## src/rtl/xbar_sched_rr.sv

```systemverilog
// Round-robin crossbar scheduler: binds each output to one input FIFO for a whole
// packet of PKT_LEN words, and drains packets whose destination field is invalid.
module xbar_sched_rr #(
  parameter int NPORTS  = 3,
  parameter int DATA_W  = 8,
  parameter int DEST_W  = 2,
  parameter int PKT_LEN = 4,
  parameter int SEL_W   = $clog2(NPORTS + 1)
) (
  input  logic                       clk,
  input  logic                       rst_n,
  input  logic [NPORTS*DATA_W-1:0]   data,
  input  logic [NPORTS-1:0]          empty,
  output logic [NPORTS-1:0]          rdreq,
  output logic [NPORTS-1:0]          en,
  output logic [NPORTS*SEL_W-1:0]    sel,
  output logic [15:0]                drop_cnt
);

  localparam int IDX_W  = $clog2(NPORTS);
  localparam int CNT_W  = (PKT_LEN > 1) ? $clog2(PKT_LEN) : 1;
  localparam int DCNT_W = $clog2(NPORTS + 1);
  localparam logic [CNT_W-1:0] LAST = CNT_W'(PKT_LEN - 1);

  typedef enum logic [1:0] {IN_IDLE, IN_BOUND, IN_DROP} in_st_t;

  in_st_t             r_in_st  [NPORTS];
  logic [CNT_W-1:0]   r_in_cnt [NPORTS];
  logic [NPORTS-1:0]  r_out_busy;
  logic [IDX_W-1:0]   r_out_own [NPORTS];
  logic [CNT_W-1:0]   r_out_cnt [NPORTS];
  logic [IDX_W-1:0]   r_rr      [NPORTS];
  logic [15:0]        r_drop_cnt;

  logic [DEST_W-1:0]  w_dest    [NPORTS];
  logic [NPORTS-1:0]  w_dest_ok;
  logic [NPORTS-1:0]  w_out_pop;
  logic [NPORTS-1:0]  w_gnt_vld;
  logic [IDX_W-1:0]   w_gnt_idx [NPORTS];
  logic [NPORTS-1:0]  w_in_gnt;
  logic [NPORTS-1:0]  w_in_rel;
  logic [NPORTS-1:0]  w_new_drop;
  logic [DCNT_W-1:0]  w_n_drop;
  logic               w_data_unused;

  function automatic logic [15:0] sat_add16(input logic [15:0] a, input logic [DCNT_W-1:0] b);
    logic [16:0] s;
    s = {1'b0, a} + 17'(b);
    return s[16] ? 16'hFFFF : s[15:0];
  endfunction

  // Only the destination field of each head word matters to scheduling.
  assign w_data_unused = ^data;
  assign drop_cnt      = r_drop_cnt;

  always_comb begin
    for (int i = 0; i < NPORTS; i++) begin
      w_dest[i]    = data[i*DATA_W +: DEST_W];
      w_dest_ok[i] = (w_dest[i] != '0) && (w_dest[i] <= DEST_W'(NPORTS));
    end
  end

  // Transfer: pure function of registered ownership and the live empty flags.
  always_comb begin
    rdreq     = '0;
    en        = '0;
    sel       = '0;
    w_out_pop = '0;
    for (int o = 0; o < NPORTS; o++) begin
      if (r_out_busy[o]) begin
        w_out_pop[o]              = !empty[r_out_own[o]];
        en[o]                     = w_out_pop[o];
        rdreq[r_out_own[o]]       = w_out_pop[o];
        sel[o*SEL_W +: SEL_W]     = SEL_W'(r_out_own[o]) + SEL_W'(1);
      end
    end
    for (int i = 0; i < NPORTS; i++) begin
      if (r_in_st[i] == IN_DROP) rdreq[i] = !empty[i];
    end
  end

  // Arbitration never looks at rdreq, so there is no loop through the FIFOs.
  always_comb begin
    int c;
    c = 0;
    for (int o = 0; o < NPORTS; o++) begin
      w_gnt_vld[o] = 1'b0;
      w_gnt_idx[o] = '0;
      if (!r_out_busy[o]) begin
        for (int k = 1; k <= NPORTS; k++) begin
          c = int'(r_rr[o]) + k;
          if (c >= NPORTS) c = c - NPORTS;
          if (!w_gnt_vld[o] && r_in_st[c] == IN_IDLE && !empty[c] && w_dest_ok[c] &&
              (int'(w_dest[c]) - 1 == o)) begin
            w_gnt_vld[o] = 1'b1;
            w_gnt_idx[o] = IDX_W'(c);
          end
        end
      end
    end
  end

  always_comb begin
    w_in_gnt = '0;
    w_in_rel = '0;
    w_n_drop = '0;
    for (int o = 0; o < NPORTS; o++) begin
      if (w_gnt_vld[o]) w_in_gnt[w_gnt_idx[o]] = 1'b1;
      if (w_out_pop[o] && r_out_cnt[o] == LAST) w_in_rel[r_out_own[o]] = 1'b1;
    end
    for (int i = 0; i < NPORTS; i++) begin
      w_new_drop[i] = (r_in_st[i] == IN_IDLE) && !empty[i] && !w_dest_ok[i];
      w_n_drop      = w_n_drop + DCNT_W'(w_new_drop[i]);
    end
  end

  always_ff @(posedge clk or negedge rst_n) begin
    if (!rst_n) begin
      r_out_busy <= '0;
      r_drop_cnt <= '0;
      for (int i = 0; i < NPORTS; i++) begin
        r_in_st[i]   <= IN_IDLE;
        r_in_cnt[i]  <= '0;
        r_out_own[i] <= '0;
        r_out_cnt[i] <= '0;
        r_rr[i]      <= IDX_W'(NPORTS - 1);
      end
    end else begin
      for (int o = 0; o < NPORTS; o++) begin
        if (r_out_busy[o]) begin
          if (w_out_pop[o]) begin
            if (r_out_cnt[o] == LAST) begin
              r_out_busy[o] <= 1'b0;
              r_out_cnt[o]  <= '0;
            end else begin
              r_out_cnt[o]  <= r_out_cnt[o] + 1'b1;
            end
          end
        end else if (w_gnt_vld[o]) begin
          r_out_busy[o] <= 1'b1;
          r_out_own[o]  <= w_gnt_idx[o];
          r_out_cnt[o]  <= '0;
          r_rr[o]       <= w_gnt_idx[o];
        end
      end
      for (int i = 0; i < NPORTS; i++) begin
        case (r_in_st[i])
          IN_IDLE: begin
            if (w_in_gnt[i]) begin
              r_in_st[i] <= IN_BOUND;
            end else if (w_new_drop[i]) begin
              r_in_st[i]  <= IN_DROP;
              r_in_cnt[i] <= '0;
            end
          end
          IN_BOUND: begin
            if (w_in_rel[i]) r_in_st[i] <= IN_IDLE;
          end
          IN_DROP: begin
            if (!empty[i]) begin
              if (r_in_cnt[i] == LAST) begin
                r_in_st[i]  <= IN_IDLE;
                r_in_cnt[i] <= '0;
              end else begin
                r_in_cnt[i] <= r_in_cnt[i] + 1'b1;
              end
            end
          end
          default: r_in_st[i] <= IN_IDLE;
        endcase
      end
      r_drop_cnt <= sat_add16(r_drop_cnt, w_n_drop);
    end
  end

endmodule

```

## config.mk

```make
export PLATFORM = sky130hd
export DESIGN_NAME = xbar_sched_rr
export DESIGN_NICKNAME = d
export VERILOG_FILES = /design/src/rtl/xbar_sched_rr.sv
export SDC_FILE = /design/constraint.sdc
export NUM_CORES = 1
export LEC_CHECK = 0
export ABC_AREA = 1
export CAP_MARGIN = 5
export CORE_MARGIN = 4
export CORE_UTILIZATION = 50
export DETAILED_ROUTE_END_ITERATION = 6
export PLACE_DENSITY = 0.78
export SETUP_SLACK_MARGIN = 0.15
export SLEW_MARGIN = 0
export SYNTH_ARGS = -nofsm -noshare
export SYNTH_HDL_FRONTEND = slang
export SYNTH_SLANG_ARGS = --single-unit
```

## constraint.sdc

```tcl
create_clock -name clk -period 2.73 [get_ports clk]
set_input_delay 0.546 -clock clk [delete_from_list [all_inputs] [get_ports clk]]
set_output_delay 0.546 -clock clk [all_outputs]
set_load 0.05 [all_outputs]
```

# ---- Word level (Yosys, flattened, before mapping)
# Cells that the tools add are included.
dict set report totals {
  reg_bits 49
  latch_bits 0
  mem_bits_rw 0
  mem_bits_ro 0
  input_bits 29
  memories 0
}
dict set report op_classes {
  addsub 39
  n_mul 0
  n_div 0
  n_lt_le_gt_ge 42
  n_eq_ne 39
  n_shift 0
  n_mux 252
  bitwise 17
  reduce_logical 111
}
# operator n
set op_table {}
lappend op_table {{32-bit two-way mux} 18}
lappend op_table {{32-bit by 3-bit >= comparator with 1-bit output (second input constant)} 9}
lappend op_table {{32-bit by 4-bit less-than comparator with 1-bit output (second input constant)} 9}
lappend op_table {{32-bit NOT} 9}
lappend op_table {{2-bit two-way mux} 90}
lappend op_table {{32-bit zero test} 3}
lappend op_table {{1-bit two-way mux} 81}
lappend op_table {{2-bit binary-select mux with 2-bit select} 18}
lappend op_table {{1-bit logical AND} 51}
lappend op_table {{1-bit binary-select mux with 2-bit select} 21}
lappend op_table {{3-bit by 2-bit subtractor with 4-bit output (second input constant)} 9}
lappend op_table {{3-bit by 2-bit >= comparator with 1-bit output (second input constant)} 9}
lappend op_table {{3-bit two-way mux} 9}
lappend op_table {{2-bit by 1-bit subtractor with 3-bit output (second input constant)} 9}
lappend op_table {{1-bit zero test} 24}
lappend op_table {{2-bit zero test} 12}
lappend op_table {{2-bit != test (second input constant)} 12}
lappend op_table {{4-bit AND reduction} 6}
lappend op_table {{2-bit by 1-bit adder with 2-bit output (second input constant)} 9}
lappend op_table {{2-bit by 2-bit adder with 3-bit output (second input constant)} 6}
lappend op_table {{2-bit == test (second input constant)} 9}
lappend op_table {{2-bit by 3-bit less-than comparator with 1-bit output (second input constant)} 6}
lappend op_table {{2-bit case mux with 3 select lines} 3}
lappend op_table {{2-bit nonzero test} 9}
lappend op_table {{19 further kinds} 59}

# ---- Longest topological paths before layout
dict set report depth {
  word_depth 39
  depth_mapped 18
  depth_no_buf 18
}

# ---- Worst setup path after synthesis
# OpenSTA, ideal clock, no wires.
dict set report synth_path {
  kind {input to output}
  start {in empty[0]}
  end {out rdreq[0]}
  t_arrival_ns 2.835
  path_slack_ns -0.651
  path_stages 9
  n_path_buf 0
  cell_sequence {inv_1 -> nand2_1 -> nand2_1 -> o21ai_1 -> nor2_2 -> inv_1 -> o22ai_1 -> a21oi_1 -> o21ai_0}
}
dict set report synth_via {
  elab_chain_cells 10
  elab_cells_between_ends 17
}
# item line_no
set synth_rtl {}
lappend synth_rtl {{start, declared} 13} ;# input logic [NPORTS-1:0] empty,
lappend synth_rtl {{1-bit binary-select mux with 2-bit select} 71} ;# w_out_pop[o] = !empty[r_out_own[o]];
lappend synth_rtl {{1-bit two-way mux (implied by the code)} 71}
lappend synth_rtl {{1-bit zero test} 71}
lappend synth_rtl {{3-bit AND (no source line)} -}
lappend synth_rtl {{3-bit two-way mux} 70} ;# if (r_out_busy[o]) begin
lappend synth_rtl {{3-bit bitwise mux} 73} ;# rdreq[r_out_own[o]] = w_out_pop[o];
lappend synth_rtl {{3-bit two-way mux} 70}
lappend synth_rtl {{3-bit bitwise mux} 73}
lappend synth_rtl {{3-bit two-way mux} 70}
lappend synth_rtl {{1-bit two-way mux *} 78} ;# if (r_in_st[i] == IN_DROP) rdreq[i] = !empty[i];
lappend synth_rtl {{end, declared} 14} ;# output logic [NPORTS-1:0] rdreq,
# Mark *: on every way between the ends. The rest lies on a longest branch, timed or not. The select of a mux whose other input is x is not followed.

# ---- Worst setup path in the final report
dict set report layout_path {
  start {reg r_in_st[1] (netlist name)}
  end {reg r_drop_cnt[15] (netlist: drop_cnt[15])}
}
dict set report layout_via {
  elab_chain_cells 6
}
# item line_no
set layout_rtl {}
lappend layout_rtl {{start, declared} 27} ;# in_st_t r_in_st [NPORTS];
lappend layout_rtl {{start signal, assigned by index} 122} ;# r_in_st[i] <= IN_IDLE;
lappend layout_rtl {{start signal, assigned by index} 150} ;# r_in_st[i] <= IN_BOUND;
lappend layout_rtl {{start signal, assigned by index} 152} ;# r_in_st[i] <= IN_DROP;
lappend layout_rtl {{2-bit zero test} 112} ;# w_new_drop[i] = (r_in_st[i] == IN_IDLE) && !empty[i] && !w_dest_ok[i];
lappend layout_rtl {{1-bit logical AND (2 in series)} 112}
lappend layout_rtl {{2-bit by 1-bit adder with 2-bit output} 113} ;# w_n_drop = w_n_drop + DCNT_W'(w_new_drop[i]);
lappend layout_rtl {{16-bit by 2-bit adder with 17-bit output} 48} ;# s = {1'b0, a} + 17'(b);
lappend layout_rtl {{16-bit two-way mux} 49} ;# return s[16] ? 16'hFFFF : s[15:0];
lappend layout_rtl {{end signal, assigned} 172} ;# r_drop_cnt <= sat_add16(r_drop_cnt, w_n_drop);
lappend layout_rtl {{end, declared} 33} ;# logic [15:0] r_drop_cnt;
# No other way between the ends.
# A chain may end at the register's enable or synchronous reset.

==> results.ini <==
[outcome]
outcome=finished, final reports clean

[critical_path]
worst_path_largest_cell_delay_ns=0.59
crit_top_cell=nor2_4
path_class=flop to flop
cp_slowest_cell=fa_1
cp.arrival_ns=2.92
critPathLaunchType=flop
endpoint_kind=flop
crit_chain=nor2_4, nand2_2, nor2_4, fa_1, ha_4, buf_4, buf_6, nand3_2, nand2_2, nand3_4, nor2_4, inv_2, nor3_4, nand3_2, nor2_4, inv_2, nor2_2, a21oi_2
worstPathRequired_ns=2.93
crit_path_max_fanout=3

[power]
p_per_area_nw_per_um2=1140
vdd_ir_drop_max_v=0.000758
p_leak_nw=2.66

[route]
post_drt_via_cell_ratio=5.40
ant_nets=0
routed_wl_um=10900
wl_per_cell_um=14.6
drt-initial-drc-count=292
vias=4051
first_pass_iters=5
drcViolationCount=0

[floorplan]
die_h_um=95.1
rows=31
core_sq_um=7330
ios=57
start_util_pct=51.8
die_w_um=95.1
dieArea_sq_um=9050

[hold_path]
hold_class=input pin to asynchronous set/reset pin

[cells_and_area]
syn2layout_area_growth_pct=37.3
antenna_cells=0
drive_above_1_share_pct=32.9
fin_util_pct=71.1
instances_no_fill=750
final_nets=707

[global_routing]
grt_pass1_vias=3861
grt_pass1_wl_um=17400
antenna_found_initial=0
globalRouteTotalUtil_pct=24.0
grt_max_degree=47
grt_overflow=0

[sta]
fin_skew_ns=0.00693
slew_headroom_pct=58.1
hold_violations=0
tightest_slew_ns=0.624
rsz0062_at_grt=true
period_minus_slack_ns=2.71
fmax_mhz=368
fin_crit_sh_pct=99.4
setup_ws_ns=0.0154
setup_viol=0
slew_violations=0
hold_ws_ns=0.319

[synth]
synth-seq-cells=46
synth_ff_type=dfrtp_1
synth_nets=588
synth_edf_count=0
ys_seq_area_share_pct=30.4
synthArstFlopShare_pct=100
synth_area_sq_um=3790
synth_area_leaders=dfrtp_1 28%, nand2_1 13%, ha_1 8.6%
synth_top_area_share_pct=28.4
synth_most_common_cell=nand2_1
synth_cell_types=38
ys_top_cells_by_count=128 x nand2_1, 69 x inv_1, 63 x nand3_1
yosysWarningCount=0
synth_top_area_cell=dfrtp_1
syn_avg_cell_area_sq_um=7.15
syn_inst=531

[clocking]
htreeDepth=2
cts_hold_buffers=0
cts_made_buffers=5
worstSkewPairLatency_ns=0.31
cts_buffer_depth=2
cts_tree=yes
path_clk_slew_ns=0.09
cts.sinks=46
cts-root-buf=clkbuf_8

[placement]
place_congestion=0.970
dp_hpwl_um=7660
place_inst=707
pre_cts_slack_ns=-0.609
io_buffers=38

[run]
timing.max_cap.violations=0

[state kept, by name, indices dropped and copies added, names as in the netlist]
register,count
drop_cnt,16
r_in_cnt,6
r_in_st,6
r_out_cnt,6
r_out_own,6
r_out_busy,3
r_rr,3
[layout by cell type, fill, tap and decap left out, drive strengths merged, types with 7 or more instances in the layout]
cell / netlist / final
nand2: 143 / 143
clkbuf: 0 / 7
a21oi: 12 / 12
clkdlybuf4s50: 0 / 21
nand3: 78 / 78
buf: 4 / 91
nor2: 57 / 57
nand4: 18 / 18
dfrtp: 43 / 43
nor3: 11 / 11
ha: 26 / 26
inv: 84 / 84
o21ai: 32 / 32
[kinds of logic (layout without fill, tap and decap cells)]
family	Yosys count	count (layout)	synth area share [%]
AOI/OAI and AO/OA	55	55	8.21
buffers and inverters	89	209	9.40
xor gates and xnor gates	4	4	0.923
DFF	46	46	30.4
and+or+nand+nor	309	309	41.4
adders and majority gates	28	28	9.63
[final timing paths]
check,start,endpoint,slack [ns],depth (start not counted)
min,rst_n,r_out_busy[2],0.32,2
max,r_in_st[1],drop_cnt[15],0.02,18
min reg2reg,r_out_cnt[1],r_out_cnt[1],0.49,2
max reg2reg,r_in_st[1],drop_cnt[15],0.02,18
min in group clk,r_out_cnt[1],r_out_cnt[1],0.49,2
max in group asynchronous,rst_n,r_out_own[2],1.98,2
[per-layer routing]
| layer | global-route usage (%) | vias up | share of wire, % |
|---|---|---|---|
| met5 | 0 | - | 0 |
| met4 | 7.93 | 0 | 2.7 |
| met3 | 3.79 | 33 | 5.8 |
| met2 | 40.6 | 158 | 50 |
| met1 | 31.3 | 1907 | 42 |
| li1 | - | 1953 | - |
[layout make-up]
cell class,count,area (sq um)
sequential,46,1160
inverter,85,333
clock inverter,2,12.5
multi-input combinational,396,2480
timing repair buffer,116,1020
clock buffer,6,82.6
fill,550,2120
tap,99,124
[per-stage QoR]
stage | instance area, sq um | total power, mW | TNS, ns
after floorplan | 3830 | 3.81 | -0.0188
after global placement | 4670 | 4.92 | -8.77
after detailed placement | 4670 | 5.04 | -9.78
after CTS | 4950 | 5.63 | -0.190
after global routing | 5210 | 6.39 | -0.822
final | 5210 | 5.94 | 0
[power by group]
group | switching, mW | internal (mW) | total (mW) | leakage, nW
sequential | 0.241 | 0.926 | 1.17 | 0.556
clock | 0.247 | 0.204 | 0.451 | 0.0472
combinational | 2.66 | 1.66 | 4.32 | 2.05
[critical path, delay by kind of cell, from the launching register on]
family | cells | cell delay, ns
AO/OA/AOI/OAI | 1 | 0.04
adder cells (fa/ha/maj) | 2 | 0.75
flip-flops | 1 | 0.42
AND/OR/NAND/NOR | 11 | 1.12
buffers and inverters | 4 | 0.29
[repair_timing]
item | 4_1_cts | 5_1_grt
setup endpoints to repair | 21 | 22
gates resized for setup | 46 | 30
setup buffers | 14 | 21
endpoints found under the hold margin | 0 | 0
pin swaps | 20 | 23
Note: power is estimated with default switching activity, not from simulation.
